**config.mk**
```make
export PLATFORM = sky130hd
export DESIGN_NAME = aclk_alarm_sequencer_flat
export DESIGN_NICKNAME = d
export VERILOG_FILES = /design/src/rtl/aclk_alarm_sequencer_if.sv /design/src/rtl/aclk_alarm_sequencer.sv /design/src/flat_wrapper.sv
export SDC_FILE = /design/constraint.sdc
export NUM_CORES = 1
export LEC_CHECK = 0
export CORE_MARGIN = 1.5
export CORE_UTILIZATION = 35
export DETAILED_ROUTE_END_ITERATION = 8
export SYNTH_ARGS = -nofsm -noshare
export SYNTH_HDL_FRONTEND = slang
export SYNTH_SLANG_ARGS = --single-unit
```
**constraint.sdc**
```tcl
create_clock -name clk -period 1.99 [get_ports clk]
set_input_delay 0.398 -clock clk [delete_from_list [all_inputs] [get_ports clk]]
set_output_delay 0.398 -clock clk [all_outputs]
set_load 0.005 [all_outputs]
```
**src/rtl/aclk_alarm_sequencer_if.sv**
```systemverilog
// Signal bundle between the alarm sequencer and its controller:
// tick, alarm arm level, BCD times, user pulses in; buzzer and snooze status out.
interface aclk_alarm_sequencer_if;
    logic        one_second;
    logic        alarm_enable;
    logic [15:0] current_time;
    logic [15:0] alarm_time;
    logic        load_new_a;
    logic        stop_alarm;
    logic        snooze;
    logic        sound_alarm;
    logic        snoozing;
    logic [2:0]  snoozes_used;

    modport master (
        output one_second,
        output alarm_enable,
        output current_time,
        output alarm_time,
        output load_new_a,
        output stop_alarm,
        output snooze,
        input  sound_alarm,
        input  snoozing,
        input  snoozes_used
    );

    modport slave (
        input  one_second,
        input  alarm_enable,
        input  current_time,
        input  alarm_time,
        input  load_new_a,
        input  stop_alarm,
        input  snooze,
        output sound_alarm,
        output snoozing,
        output snoozes_used
    );
endinterface

```
**src/rtl/aclk_alarm_sequencer.sv**
```systemverilog
// Alarm ringing sequencer: triggers on a time match, then handles stop, limited
// snoozes and ring timeout, with a lockout until the matching minute has passed.
module aclk_alarm_sequencer #(
    parameter int RING_LIMIT_S = 60,
    parameter int SNOOZE_S     = 300,
    parameter int MAX_SNOOZES  = 3
) (
    input  logic                          clk,
    input  logic                          reset,
    aclk_alarm_sequencer_if.slave         bus
);

    localparam logic [11:0] RING_LAST = 12'(RING_LIMIT_S - 1);
    localparam logic [11:0] SNZ_LAST  = 12'(SNOOZE_S - 1);
    localparam logic [2:0]  MAX_SNZ   = 3'(MAX_SNOOZES);

    typedef enum logic [1:0] {
        IDLE    = 2'd0,
        RINGING = 2'd1,
        SNOOZE  = 2'd2,
        LOCKOUT = 2'd3
    } state_t;

    state_t      state_reg, state_next;
    logic [11:0] ring_cnt_reg, ring_cnt_next;
    logic [11:0] snz_cnt_reg, snz_cnt_next;
    logic [2:0]  used_reg, used_next;
    logic        sound_reg, snoozing_reg;

    // Full HH:MM compare, one BCD digit per lane.
    logic [3:0] digit_eq;
    logic       match;

    for (genvar gi = 0; gi < 4; gi++) begin : g_digit
        assign digit_eq[gi] = (bus.current_time[gi*4 +: 4] == bus.alarm_time[gi*4 +: 4]);
    end

    assign match = &digit_eq;

    always_ff @(posedge clk or posedge reset) begin
        if (reset) begin
            state_reg    <= IDLE;
            ring_cnt_reg <= 12'd0;
            snz_cnt_reg  <= 12'd0;
            used_reg     <= 3'd0;
            sound_reg    <= 1'b0;
            snoozing_reg <= 1'b0;
        end else begin
            state_reg    <= state_next;
            ring_cnt_reg <= ring_cnt_next;
            snz_cnt_reg  <= snz_cnt_next;
            used_reg     <= used_next;
            sound_reg    <= (state_next == RINGING);
            snoozing_reg <= (state_next == SNOOZE);
        end
    end

    always_comb begin
        state_next    = state_reg;
        ring_cnt_next = ring_cnt_reg;
        snz_cnt_next  = snz_cnt_reg;
        used_next     = used_reg;

        if (!bus.alarm_enable) begin
            state_next    = IDLE;
            ring_cnt_next = 12'd0;
            snz_cnt_next  = 12'd0;
            used_next     = 3'd0;
        end else begin
            unique case (state_reg)
                IDLE: begin
                    if (match && !bus.load_new_a) begin
                        state_next    = RINGING;
                        ring_cnt_next = 12'd0;
                    end
                end

                RINGING: begin
                    if (bus.stop_alarm || bus.load_new_a) begin
                        state_next = LOCKOUT;
                    end else if (bus.snooze && (used_reg < MAX_SNZ)) begin
                        state_next   = SNOOZE;
                        used_next    = used_reg + 3'd1;
                        snz_cnt_next = 12'd0;
                    end else if (bus.one_second) begin
                        // A snooze over the limit falls through here untouched.
                        if (ring_cnt_reg == RING_LAST) begin
                            state_next = LOCKOUT;
                        end else begin
                            ring_cnt_next = ring_cnt_reg + 12'd1;
                        end
                    end
                end

                SNOOZE: begin
                    if (bus.stop_alarm || bus.load_new_a) begin
                        state_next = LOCKOUT;
                    end else if (bus.one_second) begin
                        // Re-ring regardless of whether the minute still matches.
                        if (snz_cnt_reg == SNZ_LAST) begin
                            state_next    = RINGING;
                            ring_cnt_next = 12'd0;
                        end else begin
                            snz_cnt_next = snz_cnt_reg + 12'd1;
                        end
                    end
                end

                LOCKOUT: begin
                    if (!match) begin
                        state_next = IDLE;
                        used_next  = 3'd0;
                    end
                end

                default: state_next = IDLE;
            endcase
        end
    end

    assign bus.sound_alarm  = sound_reg;
    assign bus.snoozing     = snoozing_reg;
    assign bus.snoozes_used = used_reg;

endmodule

```
**src/flat_wrapper.sv**
```systemverilog
// flat-port wrapper written by rule: the top's interface ports become plain ports
module aclk_alarm_sequencer_flat 
#(
    parameter int RING_LIMIT_S = 60,
    parameter int SNOOZE_S     = 300,
    parameter int MAX_SNOOZES  = 3
)
  (clk, reset, bus_one_second, bus_alarm_enable, bus_current_time, bus_alarm_time, bus_load_new_a, bus_stop_alarm, bus_snooze, bus_sound_alarm, bus_snoozing, bus_snoozes_used);
  aclk_alarm_sequencer_if bus_i ();
  input  logic clk;
  input  logic reset;
  input wire logic [$bits(bus_i.one_second)-1:0] bus_one_second;
  input wire logic [$bits(bus_i.alarm_enable)-1:0] bus_alarm_enable;
  input wire logic [$bits(bus_i.current_time)-1:0] bus_current_time;
  input wire logic [$bits(bus_i.alarm_time)-1:0] bus_alarm_time;
  input wire logic [$bits(bus_i.load_new_a)-1:0] bus_load_new_a;
  input wire logic [$bits(bus_i.stop_alarm)-1:0] bus_stop_alarm;
  input wire logic [$bits(bus_i.snooze)-1:0] bus_snooze;
  output wire logic [$bits(bus_i.sound_alarm)-1:0] bus_sound_alarm;
  output wire logic [$bits(bus_i.snoozing)-1:0] bus_snoozing;
  output wire logic [$bits(bus_i.snoozes_used)-1:0] bus_snoozes_used;
  assign bus_i.one_second = bus_one_second;
  assign bus_i.alarm_enable = bus_alarm_enable;
  assign bus_i.current_time = bus_current_time;
  assign bus_i.alarm_time = bus_alarm_time;
  assign bus_i.load_new_a = bus_load_new_a;
  assign bus_i.stop_alarm = bus_stop_alarm;
  assign bus_i.snooze = bus_snooze;
  assign bus_sound_alarm = bus_i.sound_alarm;
  assign bus_snoozing = bus_i.snoozing;
  assign bus_snoozes_used = bus_i.snoozes_used;
  aclk_alarm_sequencer #(.RING_LIMIT_S(RING_LIMIT_S), .SNOOZE_S(SNOOZE_S), .MAX_SNOOZES(MAX_SNOOZES)) u_core (.clk(clk), .reset(reset), .bus(bus_i));
endmodule
```
* Word-level counts from Yosys, hierarchy flattened *
Index checks and enable logic that the tools add are counted.

storage, ports and cells
  register bits after elaboration = 31
  input port bits = 39
  output and inout port bits = 5

cells by class
  $add $sub $neg = 3
  order comparisons = 1
  eq/ne operators = 25
  multiplexer cells = 33
  reduce and logical (&&, ||, !) cells = 9

operators by type and width
  operator                 count
  $mux W12                 15
  $pmux W12 S3             1
  $add A12 B1 Y12 const B  2
  $ne A3 B3 Y1 const B     8
  $pmux W12 S2             1
  $mux W2                  10
  $eq A4 B4 Y1             4
  $eq A12 B6 Y1 const B    1
  $eq A12 B9 Y1 const B    1
  $mux W3                  4
  $ne A3 B2 Y1 const B     3
  $reduce_and A9 Y1        1
  $pmux W2 S4              1
  $reduce_and A4 Y1        2
  $eq A2 B2 Y1 const B     3
  $ne A3 B1 Y1 const B     2
  $pmux W3 S2              1
  $reduce_and A6 Y1        1
  $eq A2 B1 Y1 const B     2
  $ne A4 B1 Y1 const B     1
  $add A3 B1 Y3 const B    1
  $lt A3 B2 Y1 const B     1
  $logic_and A1 B1 Y1      2
  $logic_not A2 Y1         1
  2 further kinds          2

* Logic depth before layout (Yosys ltp) *
Gate-level depths: netlist of the first run.

  depth after elaboration = 8
  depth in mapped cells = 6
  gate-level depth less buffers = 6

* Least setup slack after synthesis of the first run *
Ideal clock, no wire load.

  path kind = register to register
  from = register u_core.snz_cnt_reg[0]
  to = register u_core.ring_cnt_reg[0]
  library setup time = 0.120 ns
  arrival time = 1.868 ns
  required time = 1.870 ns
  slack = 0.001 ns
  cell stages (with the launch flop) = 7
  clock period less this slack = 1.989 ns
  path through = dfrtp_1 ha_1 nor4bb_1 nand3b_4 o21ai_0 o211ai_1 a31o_2

on the way
  word-level cells in the longest chain between the ends = 3

ends and longest elaborated chain
  element                             line                         source
  from (decl)                         aclk_alarm_sequencer.sv:26   logic [11:0] snz_cnt_reg, snz_cnt_next;
  from (signal assigned)              aclk_alarm_sequencer.sv:51   snz_cnt_reg <= snz_cnt_next;
  $eq A12 B9 Y1                       aclk_alarm_sequencer.sv:100  if (snz_cnt_reg == SNZ_LAST) begin
  $ne A3 B2 Y1 (no source line)       -
  $reduce_and A9 Y1 (no source line)  -
  to (signal assigned)                aclk_alarm_sequencer.sv:50   ring_cnt_reg <= ring_cnt_next;
  to (decl)                           aclk_alarm_sequencer.sv:25   logic [11:0] ring_cnt_reg, ring_cnt_next;

Every way passes these cells.
A chain may end at the register's enable or synchronous reset.

* Final worst setup path of the first run *
  from = input port bus_alarm_time[15]
  to = register u_core.ring_cnt_reg[7]

on the way
  word-level cells in the longest chain between the ends = 5

ends and longest elaborated chain
  element                             line                        source
  from (decl)                         flat_wrapper.sv:15          input wire logic [$bits(bus_i.alarm_time)-1:0] bus_alarm_time;
  $eq A4 B4 Y1                        aclk_alarm_sequencer.sv:35  assign digit_eq[gi] = (bus.current_time[gi*4 +: 4] == bus.alarm_time[gi*4 +: 4]);
  $reduce_and A4 Y1                   aclk_alarm_sequencer.sv:38  assign match = &digit_eq;
  $logic_and A1 B1 Y1                 aclk_alarm_sequencer.sv:72  if (match && !bus.load_new_a) begin
  $ne A3 B2 Y1 (no source line)       -
  $reduce_and A9 Y1 (no source line)  -

Every way passes these cells.

==> impl_metrics.yaml, run 1 <==
place:
  dp.cells: 400
  dpl_cell_area_um2: 3000
  place_congestion: 0.847
  port_buffers: 43
  hpwl_um: 4540
  post-place-ws_ps: -468
clocking:
  clockRootBuffer: "clkbuf_8"
  clock_latency_ps: 290
  cts_sinks: 31
  ctsHtreeMaxLevel: 2
  holdBufCountCts: 0
  cts_buffers: 5
  clockBufferDepth: 2
  cts_tree: "built"
  path_clk_slew_ps: 70
final_layout:
  stdcell_count: 414
  fin_area_um2: 3210
  drive_gt1_share_pct: 24.8
  fin_util_pct: 53.9
  syn2layout_area_growth_pct: 48.4
  antennaDiodeCount: 0
  final_nets: 380
floorplan:
  coreArea_um2: 5960
  ios: 44
  start_util_pct: 36.4
  die_area_um2: 6670
  fp.dieW_um: 81.7
  die-height_um: 81.7
  rows: 28
grt:
  grtUsageTotal_pct: 19.7
  grt_pass1_vias: 2212
  grt_first_pass_wirelength_um: 10300
  grt-ovfl-total: 0
  antenna_found_initial: 0
  grt_max_degree: 32
sta:
  drv_slew: 0
  finalHoldViolCount: 0
  grt_setup_unrepaired: "yes"
  layout_setup_ws_ps: 55.4
  clock.fmax_mhz: 517
  max_slew.worst_pin.slew_ps: 408
  setup_viol: 0
  max_slew_margin_pct: 72.5
  final.min_clock_period_ps: 1930
  skew_ps: 5.54
  post-route-period-util_pct: 97.2
yosys:
  yosysWarnings: 0
  ys_async_sr_fraction_pct: 100
  synthCells: 245
  synth_top_cells_by_area: "dfrtp_1, xor2_1, nand2_1"
  synth_nets: 287
  synth_edf_count: 0
  synth.top_cell.area_share_pct: 35.8
  syn_avg_cell_area_um2: 8.84
  synth_seq_cells: 31
  synth_cell_types: 55
  synth_ff_type: "dfrtp_1"
  synth_area_um2: 2170
  yosys-top-cells-count: "dfrtp_1, nand2_1, xor2_1"
  synth_most_common_cell: "dfrtp_1"
  synth_top_area_cell: "dfrtp_1"
  ys_seq_area_share_pct: 35.8
route:
  remaining_drc_errors: 0
  ant_nets: 0
  drt_iter0_markers: 107
  wire_per_inst_um: 14.5
  dr.pass1.iters: 4
  routed_via_density: 5.41
  totalWireLength_um: 5990
  vias: 2241
setup_path:
  cp.arrival_ps: 2110
  crit_start: "bus_alarm_time[15]"
  rrSetupSlack_ps: 60
  endpoint: "u_core.ring_cnt_reg[7]"
  reg2reg_to: "u_core.ring_cnt_reg[7]"
  cp.required_ps: 2160
  r2r_start: "u_core.snz_cnt_reg[7]"
  crit_fanout: 6
  crit_type: "primary input to flop"
  worstSetupEndpointType: "flop"
  critPathLaunchType: "primary input"
  reg2regPathDepth: 6
status:
  status: "complete, no violations"
pwr:
  p_leak_nw: 1.43
  power.total_w: 0.00131
  peakVddDrop_mv: 0.244
  powerDensity_nw_per_um2: 408
worst_hold_path:
  hold_path_class: "primary input to async pin"
run:
  maxCapViolations: 0
==> report_power, final <==
group | total (W) | internal, W | switching [W] | leakage, nW
logic | 0.000192 | 0.000112 | 0.0000809 | 0.951
clock network | 0.000490 | 0.000245 | 0.000244 | 0.0422
registers | 0.000630 | 0.000630 | 0.00000000354 | 0.433
==> routing by layer <==
layer / track usage (%) / wire length, um
met3: 3.67 / 227
met4: 3.39 / 36
met1: 25.3 / 2720
met2: 34.8 / 3010
met5: 0 / 0
==> worst max-delay path, cell delays in order <==
cell,delay [ps]
clkdlybuf4s50_1,410
xor2_1,170
nor4_2,320
and4_4,280
o211ai_1,100
buf_4,180
o221a_2,240
==> through the flow <==
step                TNS (ps)  hold slack, ps
CTS                    -13.3             521
global route           -38.1             570
global placement       -9220             498
detailed placement     -9430             509
finish                     0             503
floorplan                  0             476
==> worst min-delay path by stage <==
stage / start / endpoint / slack [ps] / cells past startpoint
global placement: u_core.snz_cnt_reg[1] / u_core.snz_cnt_reg[1] / 500 / 2
CTS: reset / u_core.ring_cnt_reg[6] / 520 / 3
detailed placement: u_core.snz_cnt_reg[1] / u_core.snz_cnt_reg[1] / 510 / 2
global route: reset / u_core.ring_cnt_reg[6] / 570 / 3
finish: reset / u_core.ring_cnt_reg[6] / 500 / 3
floorplan: u_core.snz_cnt_reg[1] / u_core.snz_cnt_reg[1] / 480 / 2
==> cells by family (layout without fill, tap and decap cells) <==
logic type / count (synthesis) / after routing / synth area share, %
AO/OA/AOI/OAI: 58 / 58 / 19.5
XOR/XNOR: 21 / 21 / 8.49
adder cells (fa/ha/maj): 3 / 3 / 1.73
buffers and inverters: 16 / 110 / 2.83
flip-flops: 31 / 31 / 35.8
multiplexers: 2 / 2 / 0.924
AND/OR/NAND/NOR: 114 / 114 / 30.7
==> timing repair <==
item,4_1_cts,5_1_grt
gates resized for setup,17,13
setup endpoints to repair,21,19
endpoints found under the hold margin,0,0
gates cloned,0,0
pin swaps,12,7
setup buffers,6,1
==> placed cells by master, fill, tap and decap left out, types with 2 or more instances in the layout <==
master	synthesis	routed
a211oi_1	2	2
a21oi_1	10	9
a2bb2oi_1	3	3
a31oi_1	4	4
and2_1	6	6
and3_1	6	6
buf_4	0	48
buf_6	0	2
clkbuf_1	7	2
clkbuf_8	0	5
clkdlybuf4s50_1	0	31
dfrtp_1	31	31
dlygate4sd2_1	0	6
dlymetal6s2s_1	0	5
ha_1	3	2
inv_1	8	8
mux2i_1	2	2
nand2_1	22	22
nand3_1	10	10
nand3b_1	2	2
nand4_1	8	8
nand4b_1	3	3
nor2_1	17	17
nor2b_1	3	2
nor3_1	9	9
nor3b_1	2	2
nor4_1	7	2
nor4_2	0	5
nor4b_1	3	3
o21ai_0	12	11
o221a_2	5	5
o22ai_1	2	2
o31ai_1	4	4
o32ai_1	2	2
or3_1	3	3
xor2_1	21	21
==> area by class of cell <==
cell class	instances	area [um^2]
clock buffer	7	76.3
clock inverter	1	5.00
fill	559	2740
inverter	8	30.0
multi-input combinational	198	1390
sequential	31	776
tap	75	93.8
timing repair buffer	94	838
Power figures use the tool's default switching activity.
==> run 2, diff against run 1 <==
DONT_BUFFER_PORTS = 1   (was not set)
==> run 2 against run 1 <==
  * Non-clock buffer count is 60 lower
  * Sequential power hardly changed
  * Core utilization down 10 points
  * Via count down 11%
  * Sequential share of layout area grew 5.6 points
  * Global-route usage is 1.6 points lower
==> impl_metrics.yaml, run 2 (same netlist as run 1, synthesis figures left out) <==
sta:
  grt_setup_unrepaired: "yes"
  final.min_clock_period_ps: 1970
  max_slew_margin_pct: 61.8
  finalHoldViolCount: 0
  setup_viol: 0
  drv_slew: 0
  clock.fmax_mhz: 508
  layout_setup_ws_ps: 20.1
  skew_ps: 12.6
  max_slew.worst_pin.slew_ps: 570
  post-route-period-util_pct: 99.0
  whs_ps: 82.8
setup_path:
  path_cells: "or4b_4 -> nand3b_4 -> o21ai_2 -> o211ai_1 -> o221a_2"
  critPathLaunchType: "flop"
  cp.required_ps: 2160
  critPathTopFamily: "simple AND/OR/NAND/NOR gates"
  worstSetupEndpointType: "flop"
  cp_slowest_cell: "or4b_4"
  crit_type: "flop to flop"
  r2r_start: "u_core.snz_cnt_reg[10]"
  crit_path_max_incr_delay_ps: 540
  reg2reg_to: "u_core.ring_cnt_reg[2]"
  rrSetupSlack_ps: 20
  worst-path-buf-inv: 0
  reg2regPathDepth: 5
  cp.arrival_ps: 2140
  crit_fanout: 6
clocking:
  clockRootBuffer: "clkbuf_8"
  path_clk_slew_ps: 80
  clockBufferDepth: 2
  cts_sinks: 31
  ctsHtreeMaxLevel: 2
  cts_tree: "built"
  clock_latency_ps: 290
  cts_buffers: 5
route:
  dr.pass1.iters: 4
  vias: 2005
  wire_per_inst_um: 15.6
  ant_nets: 0
  drt_iter0_markers: 113
  remaining_drc_errors: 0
  totalWireLength_um: 5540
  routed_via_density: 5.66
final_layout:
  multiInputGateArea_um2: 1330
  regArea_um2: 776
  mostFrequentLayoutCells: "buf_4, dfrtp_1, nand2_1"
  layout_commonest_cell: "buf_4"
  antennaDiodeCount: 0
  stdcell_count: 354
  syn2layout_area_growth_pct: 20.5
  drive_gt1_share_pct: 20.4
  final_nets: 320
  nFillCells: 604
place:
  dp.cells: 344
  place_congestion: 0.849
  port_buffers: 0
  hpwl_um: 4170
  post-place-ws_ps: -63.4
pwr:
  peakVddDrop_mv: 0.383
  p_leak_nw: 1.12
  power.total_w: 0.00136
  powerDensity_nw_per_um2: 522
floorplan:
  rows: 28
  start_util_pct: 36.4
  die_area_um2: 6670
  ios: 44
  coreArea_um2: 5960
  die-height_um: 81.7
  fp.dieW_um: 81.7
grt:
  grt_pass1_vias: 1930
  grtUsageTotal_pct: 18.1
  antenna_found_initial: 0
  grt_first_pass_wirelength_um: 9050
  grt_max_degree: 32
  grt-ovfl-total: 0
status:
  status: "complete, no violations"
run:
  maxCapViolations: 0
worst_hold_path:
  hold_path_class: "primary input to async pin"
## run 2: stage by stage
step	instance area, um^2	util, %	TNS (ps)
after floorplan	2170	-	0
after global placement	2470	41.4	-180
after detailed placement	2470	41.4	-259
after CTS	2590	43.4	0
after global routing	2610	43.8	-273
final	2610	43.8	0
## run 2: power by group
group | total, W | internal, W | switching (W)
Sequential | 0.000630 | 0.000630 | 0.00000000406
Combinational | 0.0000789 | 0.0000323 | 0.0000466
Clock | 0.000653 | 0.000405 | 0.000248
## run 2: what timing repair did
| action | in CTS | in global routing |
|---|---|---|
| gates resized for setup | 1 | 3 |
| pin swaps | 1 | 5 |
| buffers inserted | 0 | 2 |
| setup endpoints to repair | 6 | 12 |
| hold buffers | 0 | 0 |
## run 2: worst max-delay path by stage
stage                            from                      to  slack, ps  cells after the start
2_1_floorplan   u_core.snz_cnt_reg[0]  u_core.ring_cnt_reg[0]          1                      6
3_3_place_gp    u_core.snz_cnt_reg[6]  u_core.ring_cnt_reg[0]        -40                      5
3_5_place_dp    u_core.snz_cnt_reg[6]  u_core.ring_cnt_reg[0]        -60                      5
4_1_cts         u_core.snz_cnt_reg[6]  u_core.ring_cnt_reg[0]          5                      5
5_1_grt        u_core.snz_cnt_reg[10]   u_core.snz_cnt_reg[7]        -50                      6
6_report       u_core.snz_cnt_reg[10]  u_core.ring_cnt_reg[2]         20                      5
## run 2: per-layer routing
| layer | vias to the layer above | wire (um) | global-route usage, % | part of all wire, % |
|---|---|---|---|---|
| met4 | 0 | 53 | 6.44 | 0.96 |
| met2 | 46 | 2630 | 29.7 | 47 |
| met3 | 4 | 298 | 4.11 | 5.4 |
| met1 | 956 | 2560 | 23.3 | 46 |
| met5 | - | 0 | 0 | 0 |
| li1 | 999 | - | - | - |
## run 2: cell type report
type	count	area share [%]
multi-input cells	198	51.1
flip-flops and latches	31	29.7
repair buffers	34	9.93
well taps	75	3.60
clock buffers	6	3.17
clock inverters	2	1.34
inverters	8	1.15
==> run 3, diff against run 2 <==
CORE_UTILIZATION = 57   (was 35)
PLACE_DENSITY = 0.75   (was not set)
==> run 3 against run 2 <==
  * Critical path depth is the same
  * Clock power increased by 0.8%
  * Maximum frequency increased by 2.3%
  * Non-clock buffer count shrank 8
  * Cell count down 9.9%
  * Routed wire length fell by 1.8%
  * Count of clock-buffer cells in the layout is the same
  * Sequential power barely moved
  * Worst setup slack gained 44 ps
  * Via count grew 2.2%
  * Clock skew decreased by 5.5 ps
==> impl_metrics.yaml, run 3 (same netlist as run 1, synthesis figures left out) <==
route:
  dr.pass1.iters: 4
  totalWireLength_um: 5430
  vias: 2049
  routed_via_density: 6.42
  remaining_drc_errors: 0
  ant_nets: 0
  drt_iter0_markers: 141
  wire_per_inst_um: 17.0
final_layout:
  drive_gt1_share_pct: 19.2
  final_nets: 312
  layout_commonest_cell: "dfrtp_1"
  syn2layout_area_growth_pct: 16.7
  nFillCells: 305
  antennaDiodeCount: 0
  mostFrequentLayoutCells: "dfrtp_1, buf_4, nand2_1"
  fin_util_pct: 69.0
grt:
  grt-ovfl-total: 0
  grt_pass1_vias: 1953
  grt_first_pass_wirelength_um: 8830
  grtUsageTotal_pct: 27.5
  antenna_found_initial: 0
  grt_max_degree: 32
setup_path:
  crit_type: "flop to flop"
  cp_slowest_cell: "or4b_4"
  worstSetupEndpointType: "flop"
  crit_start: "u_core.snz_cnt_reg[6]"
  cp.required_ps: 2170
  cp.arrival_ps: 2110
  critPathLaunchType: "flop"
  crit_fanout: 6
  crit_path_max_incr_delay_ps: 530
  r2r_start: "u_core.snz_cnt_reg[6]"
  path_cells: "or4b_4 -> nand3b_4 -> o21ai_1 -> o211ai_1 -> a31o_2"
sta:
  fin_setup_tns_ps: 0
  drv_slew: 0
  finalHoldViolCount: 0
  layout_setup_ws_ps: 63.8
  final.min_clock_period_ps: 1930
  max_slew_margin_pct: 64.8
  max_slew.worst_pin.slew_ps: 526
  clock.fmax_mhz: 519
  post-route-period-util_pct: 96.8
  skew_ps: 7.09
  whs_ps: 73.7
  setup_viol: 0
  grt_setup_unrepaired: "yes"
clocking:
  cts_setup_buffers: 0
  cts_buffers: 5
  clock_latency_ps: 290
  path_clk_slew_ps: 70
  clockRootBuffer: "clkbuf_8"
  clockBufferDepth: 2
  cts_sinks: 31
  cts_tree: "built"
  ctsHtreeMaxLevel: 2
floorplan:
  coreArea_um2: 3660
  start_util_pct: 59.2
  die_area_um2: 4180
  die-height_um: 64.6
  fp.dieW_um: 64.6
  rows: 22
  ios: 44
place:
  hpwl_um: 4000
  place_congestion: 0.873
  port_buffers: 0
  post-place-ws_ps: -3.76
worst_hold_path:
  hold_path_class: "primary input to async pin"
pwr:
  peakVddDrop_mv: 0.365
  powerDensity_nw_per_um2: 540
  p_leak_nw: 1.08
run:
  maxCapViolations: 0
status:
  status: "complete, no violations"
[run 3: cell count changes in the layout (fill, tap and decap cells not counted), sizes merged]
cell  delta
buf      -8
[run 3: path summary, 6_finish.rpt]
kind                                     endpoint  slack, ps  cells past startpoint
max                        u_core.ring_cnt_reg[0]         60                      5
min                        u_core.ring_cnt_reg[2]         70                      2
min in group clk           u_core.ring_cnt_reg[3]        240                      1
max reg2reg                u_core.ring_cnt_reg[0]         60                      5
max in group asynchronous  u_core.snz_cnt_reg[10]       1630                      2
min reg2reg                 u_core.snz_cnt_reg[1]        530                      2
[run 3: repair_timing]
item,in CTS,in global routing
setup endpoints to repair,3,12
hold buffers,0,0
gates cloned,0,0
pin swaps,1,1
resized for setup,2,4
[run 3: where the power goes]
group	switching, W	internal, W
Sequential	0.00000000400	0.000630
Clock	0.000253	0.000405
Combinational	0.0000464	0.0000314
Total	0.000300	0.00107
[run 3: layout make-up]
| cell class | instances | area (um^2) | area share (%) |
|---|---|---|---|
| clock buffer | 6 | 82.6 | 3.27 |
| clock inverter | 2 | 35.0 | 1.39 |
| inverter | 8 | 30.0 | 1.19 |
| multi-input combinational | 198 | 1350 | 53.4 |
| sequential | 31 | 776 | 30.7 |
| tap | 48 | 60.1 | 2.38 |
| timing repair buffer | 26 | 195 | 7.72 |
[run 3: layer usage]
| metal | track usage (%) | wire, um |
|---|---|---|
| met5 | 0 | 0 |
| met4 | 9.57 | 91 |
| met3 | 6.08 | 374 |
| met2 | 45.6 | 2720 |
| met1 | 35.5 | 2240 |
[run 3: critical path: cells and delay by family (launching register included)]
family	cells	cell delay, ps
AO/OA/AOI/OAI	3	740
flip-flops	1	380
AND/OR/NAND/NOR	2	700
[run 3: stage by stage]
| step | area (um^2) | total power (W) | std cells |
|---|---|---|---|
| 2_1_floorplan | 2170 | 0.000703 | 245 |
| 6_report | 2530 | 0.00137 | 319 |
| 4_1_cts | 2510 | 0.00137 | 319 |
| 3_3_place_gp | 2390 | 0.000716 | 311 |
| 3_5_place_dp | 2390 | 0.000718 | 311 |
| 5_1_grt | 2530 | 0.00141 | 319 |
==> patch 1: new RTL, config.mk and constraints of run 1 <==
Encoding of `state_t`: now one-hot (4 bits for 4 states).
--- a/src/rtl/aclk_alarm_sequencer.sv
+++ b/src/rtl/aclk_alarm_sequencer.sv
@@ -16,7 +16,7 @@
 
-    typedef enum logic [1:0] {
-        IDLE    = 2'd0,
-        RINGING = 2'd1,
-        SNOOZE  = 2'd2,
-        LOCKOUT = 2'd3
+    typedef enum logic [3:0] {
+        IDLE    = 4'b0001,
+        RINGING = 4'b0010,
+        SNOOZE  = 4'b0100,
+        LOCKOUT = 4'b1000
     } state_t;
Check against the original RTL: no difference found for any inputs over 10 cycles, from zero or initial values and one cycle with reset high; not proved beyond that.
==> patch 1 against run 1 <==
Sequential share of layout area increased by 0.25 points. Wire length decreased by 0.63%. Sequential cell count increased by 2. Power increased by 9.1%. Worst setup slack got worse by 0.048 ns. Synthesized cell count unchanged. Clock skew decreased by 0.00077 ns. Design area increased by 5.5%. Synthesized area increased by 4.9%. Largest power group unchanged.
==> patch 1: results <==
metrics = {
    "outcome": {
        "run_status": "finished, final reports clean",
    },
    "critical_path": {
        "critical_path.slowest_cell": "dfstp_2",
        "critPathArrivalTime_ns": 2.20,
        "critPathRequiredTime_ns": 2.21,
        "timing.reg2reg.setup_slack_ns": 0.008,
        "crit_path_max_incr_delay_ns": 0.40,
    },
    "global_routing": {
        "grt_first_pass_wirelength_um": 10400,
        "grt_usage_pct": 18.3,
        "maximum_number_of_pins_on_one_net_before_global_route_repair": 34,
        "gr-usage-met3_pct": 4.15,
        "grt_use_met2_pct": 29.6,
        "global_route.usage.met1_pct": 24.2,
        "vias_in_the_first_global_route": 2263,
    },
    "power": {
        "maximum_vdd_ir_drop_mv": 0.337,
        "power.share.switching_pct": 23.6,
        "cellLeakagePower_nw": 1.48,
    },
    "placed_design": {
        "post-place-ws_ns": -0.625,
        "detailed_place.area_sq_um": 3050,
        "dp_cell_count": 397,
        "post-dp-hpwl_um": 4320,
        "gpl.final_weighted_congestion": 0.821,
    },
    "final_layout": {
        "final_nets": 377,
        "antennaDiodeCount": 0,
        "post_route_cells_drive_above_1_share_pct": 26.2,
    },
    "route": {
        "route.final.wire_length_um": 5960,
        "wl_per_cell_um": 14.4,
        "via_per_inst": 5.43,
        "drt_first_iter_violations": 58,
        "firstDrtPassIters": 4,
    },
    "synth": {
        "yosysWarningCount": 0,
        "synthDistinctLibCells": 51,
        "area_contributors_post_synth": "dfrtp_1 (35%), xnor2_1 (6.2%), a31oi_4 (5.6%), o21ai_0 (4.8%), a21oi_1 (3.3%)",
        "synth_sequential_area_ratio_pct": 36.4,
        "synth_common_cells": "dfrtp_1 (32), o21ai_0 (22), nand2_1 (19)",
        "share_of_synthesized_flip_flops_with_an_asynchronous_set_or_reset_pct": 100,
    },
    "hold_path": {
        "worst_min_path_class": "reg -> reg",
    },
    "clock_tree": {
        "cts.path.max_buffers": 2,
        "clk_pin_slew_worst_paths_ns": 0.07,
        "cts-root-buf": "clkbuf_8",
        "clock_insertion_delay_worst_skew_ns": 0.29,
        "cts-buffers-inserted": 5,
    },
    "timing": {
        "max_slew_margin_pct": 68.5,
        "timing.clock.skew_ns": 0.00477,
    },
}
-- patch 1: changes by cell type after synthesis, sizes merged, moves of 5 or more --
| cell | delta |
|---|---|
| nor2 | -5 |
| a31oi | +8 |
| buf | +5 |
| o221a | -5 |
| a21oi | +6 |
| o21ai | +11 |
| xnor2 | +16 |
| nor3 | -7 |
| xor2 | -20 |
-- patch 1: kinds of logic after synthesis --
| group | count (synthesis) | share of synthesized area [%] |
|---|---|---|
| buffers and inverters | 17 | 3.86 |
| XOR/XNOR | 17 | 6.56 |
| AND/OR/NAND/NOR | 91 | 23.2 |
| adder cells (fa/ha/maj) | 3 | 1.65 |
| AO/OA/AOI/OAI | 84 | 28.3 |
| flip-flops | 33 | 36.4 |
-- patch 1: area by class of cell --
class                   instances  area (sq um)
well taps                      77          96.3
flip-flops and latches         33           827
inverters                       7          26.3
repair buffers                 93           877
clock inverters                 1          5.00
multi-input cells             195          1460
clock buffers                   7          96.3
fillers                       597          2920
-- patch 1: repair_timing --
item / in CTS / in global routing
gates resized for setup: 10 / 40
setup buffers: 5 / 3
endpoints found under the setup margin: 24 / 21
gates cloned: 0 / 0
hold buffers: 0 / 0
pin swaps: 3 / 18
-- patch 1: path summary, 6_finish.rpt --
path,from,cells past startpoint,end
worst max register to register,u_core.state_reg[0]$_DFF_PP1_,6,u_core.ring_cnt_reg[11]$_DFFE_PP0P_
worst min register to register,u_core.snz_cnt_reg[11]$_DFFE_PP0P_,1,u_core.snz_cnt_reg[11]$_DFFE_PP0P_
min in group asynchronous,reset,3,u_core.ring_cnt_reg[7]$_DFFE_PP0P_
worst min-delay path,u_core.snz_cnt_reg[11]$_DFFE_PP0P_,1,u_core.snz_cnt_reg[11]$_DFFE_PP0P_
max in group asynchronous,reset,3,u_core.state_reg[0]$_DFF_PP1_
worst max-delay path,u_core.state_reg[0]$_DFF_PP1_,6,u_core.ring_cnt_reg[11]$_DFFE_PP0P_
-- patch 1: per-stage QoR --
stage	hold slack [ns]	power, W
5_1_grt	0.517	0.00150
3_3_place_gp	0.477	0.000859
2_1_floorplan	0.446	0.000754
4_1_cts	0.490	0.00145
6_report	0.482	0.00143
3_5_place_dp	0.477	0.000860
-- patch 1: power groups by stage --
stage	sequential, W	combinational, W	clock, W
3_5_place_dp	0.000683	0.000177	0
4_1_cts	0.000670	0.000187	0.000588
2_1_floorplan	0.000683	0.0000702	0
6_report	0.000671	0.000190	0.000572
3_3_place_gp	0.000683	0.000176	0
5_1_grt	0.000670	0.000207	0.000625
-- patch 1: worst max-delay path, delay by kind of cell (launching register included) --
kind,cells,cell delay (ns)
compound gates,3,0.58
buf+inv,1,0.17
simple gates,2,0.76
flops,1,0.40
-- patch 1: routing by layer --
metal  up-vias  wire, um
li1       1116         -
met3         9       213
met5         -         0
met1      1069      2790
met2        50      2850
met4         0        99
==> patch 2: new RTL, config.mk and constraints of run 1 <==
Without the edit above. `RING_LIMIT_S` is set to 60 in 2 places; all go to 30.
--- a/src/rtl/aclk_alarm_sequencer.sv
+++ b/src/rtl/aclk_alarm_sequencer.sv
@@ -3,3 +3,3 @@
 module aclk_alarm_sequencer #(
-    parameter int RING_LIMIT_S = 60,
+    parameter int RING_LIMIT_S = 30,
     parameter int SNOOZE_S     = 300,
--- a/src/flat_wrapper.sv
+++ b/src/flat_wrapper.sv
@@ -3,3 +3,3 @@
 #(
-    parameter int RING_LIMIT_S = 60,
+    parameter int RING_LIMIT_S = 30,
     parameter int SNOOZE_S     = 300,
Behaviour: same outputs for any inputs over 10 cycles, from zero or initial values and one cycle with reset high; that may be too few to reach the edited logic, so the function may still have changed.
==> patch 2 against run 1 <==
The flow now finishes with violations (negative setup slack). Design area fell by 4.8%. Worst setup slack got worse by 0.24 ns. Synthesized area fell by 6.8%. Die area fell by 6.6%. Utilization rose by 1.3 points. Power rose by 11%. Non-clock buffer count rose by 1. Wire length fell by 9.4%. Sequential share of layout area rose by 1.2 points. Via count fell by 12%. Sequential cell count did not move. Clock power rose by 2%. Critical path type is now reg -> reg. Largest cell class unchanged.
==> patch 2: results <==
metrics = {
    "outcome": {
        "violations": "negative setup slack",
        "run_status": "complete, but fails checks",
    },
    "placed_design": {
        "detailed_place.area_sq_um": 2900,
        "post-place-ws_ns": -0.474,
        "dp_cell_count": 380,
        "post-dp-hpwl_um": 4100,
    },
    "synth": {
        "netlist_instances": 221,
        "area_contributors_post_synth": "dfrtp_1 (38%), xnor2_1 (7.4%), nand3_1 (3.7%), and3_1 (3.4%), nor2_1 (3.2%)",
        "post_synth_mux_area_share_pct": 0.558,
        "synthDistinctLibCells": 49,
        "compound_cell_area_share_of_the_yosys_netlist_pct": 18.4,
        "synthAdderAreaFrac_pct": 2.48,
        "synth_common_cells": "dfrtp_1 (31), nor2_1 (17), xnor2_1 (17)",
        "synth_sequential_area_ratio_pct": 38.4,
        "parity_gate_share_of_the_synthesized_area_counting_xor_and_xnor_cells_pct": 9.55,
    },
    "critical_path": {
        "critical_path.slowest_cell": "dfrtp_1",
        "critical_path.top_delay_family": "compound AO/OA/AOI/OAI gates",
        "crit_path_max_incr_delay_ns": 0.37,
        "critPathArrivalTime_ns": 2.34,
    },
    "global_routing": {
        "grt_first_pass_wirelength_um": 9450,
        "grt_usage_pct": 19.4,
        "vias_in_the_first_global_route": 1979,
    },
    "timing": {
        "post-route-worst-setup-slack_ns": -0.181,
        "timing.clock.skew_ns": 0.00497,
        "max_slew_margin_pct": 72.8,
        "timing.final.setup_violations": 14,
        "fin_tns_setup_ns": -1.50,
    },
    "route": {
        "via_per_inst": 5.04,
        "dr_wl_met2_um": 2600,
        "routed_metal_1_wire_length_um": 2580,
        "drt_first_iter_violations": 143,
        "route.final.wire_length_um": 5430,
        "met3_wirelength_um": 214,
    },
    "final_layout": {
        "final_nets": 361,
    },
}
-- patch 2: changes by cell type in the layout (fill, tap and decap cells not counted), sizes merged, moves of 4 or more --
cell	change
o21ai	-4
nor3	-8
inv	+4
nand3	+5
and2	-4
o221a	-5
clkdlybuf4s50	+8
xor2	-16
a211o	+5
nand2	-7
and3	+6
xnor2	+17
dlygate4sd2	-6
-- patch 2: report_power, final --
part,total [W],switching (W),internal [W],leakage [nW]
clock,0.000501,0.000257,0.000243,0.0402
combinational,0.000304,0.000134,0.000171,0.939
sequential,0.000648,0.00000803,0.000640,0.432
-- patch 2: repair_timing --
action | 4_1_cts | 5_1_grt
endpoints found under the setup margin | 15 | 20
setup buffers | 0 | 2
resized for setup | 3 | 8
pin swaps | 6 | 7
cloned | 1 | 0
-- patch 2: worst register-to-register path: stages (launching register included) --
cell and delay (ns):
dfrtp_1 0.37, ha_2 0.19, and4bb_2 0.26, nand4_4 0.12, o311a_4 0.34, a31o_4 0.23
a31o_4 0.24, a211o_2 0.33
-- patch 2: kinds of logic after synthesis --
family | after synthesis
and+or+nand+nor | 98
AOI/OAI and AO/OA | 47
DFF | 31
xor gates and xnor gates | 22
buffers and inverters | 18
adders and majority gates | 4
muxes | 1
-- patch 2: per-layer routing --
| metal | track usage [%] | vias to the layer above |
|---|---|---|
| li1 | - | 1002 |
| met4 | 5.09 | 0 |
| met5 | 0 | - |
| met1 | 26.9 | 934 |
| met3 | 4.48 | 4 |
| met2 | 30.5 | 31 |
-- patch 2: cell type report --
cell class / instances / share of cell area, %
Inverter: 12 / 1.47
Timing Repair Buffer: 95 / 27.3
Sequential cell: 31 / 25.3
Tap cell: 72 / 2.94
Multi-Input combinational cell: 173 / 40.1
Clock buffer: 5 / 2.25
Clock inverter: 3 / 0.654
-- patch 2: path summary, 6_finish.rpt --
kind | startpoint | end | slack (ns) | cells past startpoint
max in group asynchronous | reset | u_core.ring_cnt_reg[0]$_DFFE_PP0P_ | 1.20 | 3
hold / removal | reset | u_core.snz_cnt_reg[4]$_DFFE_PP0P_ | 0.50 | 3
setup reg to reg | u_core.snz_cnt_reg[0]$_DFFE_PP0P_ | u_core.ring_cnt_reg[2]$_DFFE_PP0P_ | -0.18 | 7
min in group clk | u_core.ring_cnt_reg[11]$_DFFE_PP0P_ | u_core.ring_cnt_reg[11]$_DFFE_PP0P_ | 0.56 | 1
setup / recovery | u_core.snz_cnt_reg[0]$_DFFE_PP0P_ | u_core.ring_cnt_reg[2]$_DFFE_PP0P_ | -0.18 | 7
hold reg to reg | u_core.ring_cnt_reg[11]$_DFFE_PP0P_ | u_core.ring_cnt_reg[11]$_DFFE_PP0P_ | 0.56 | 1
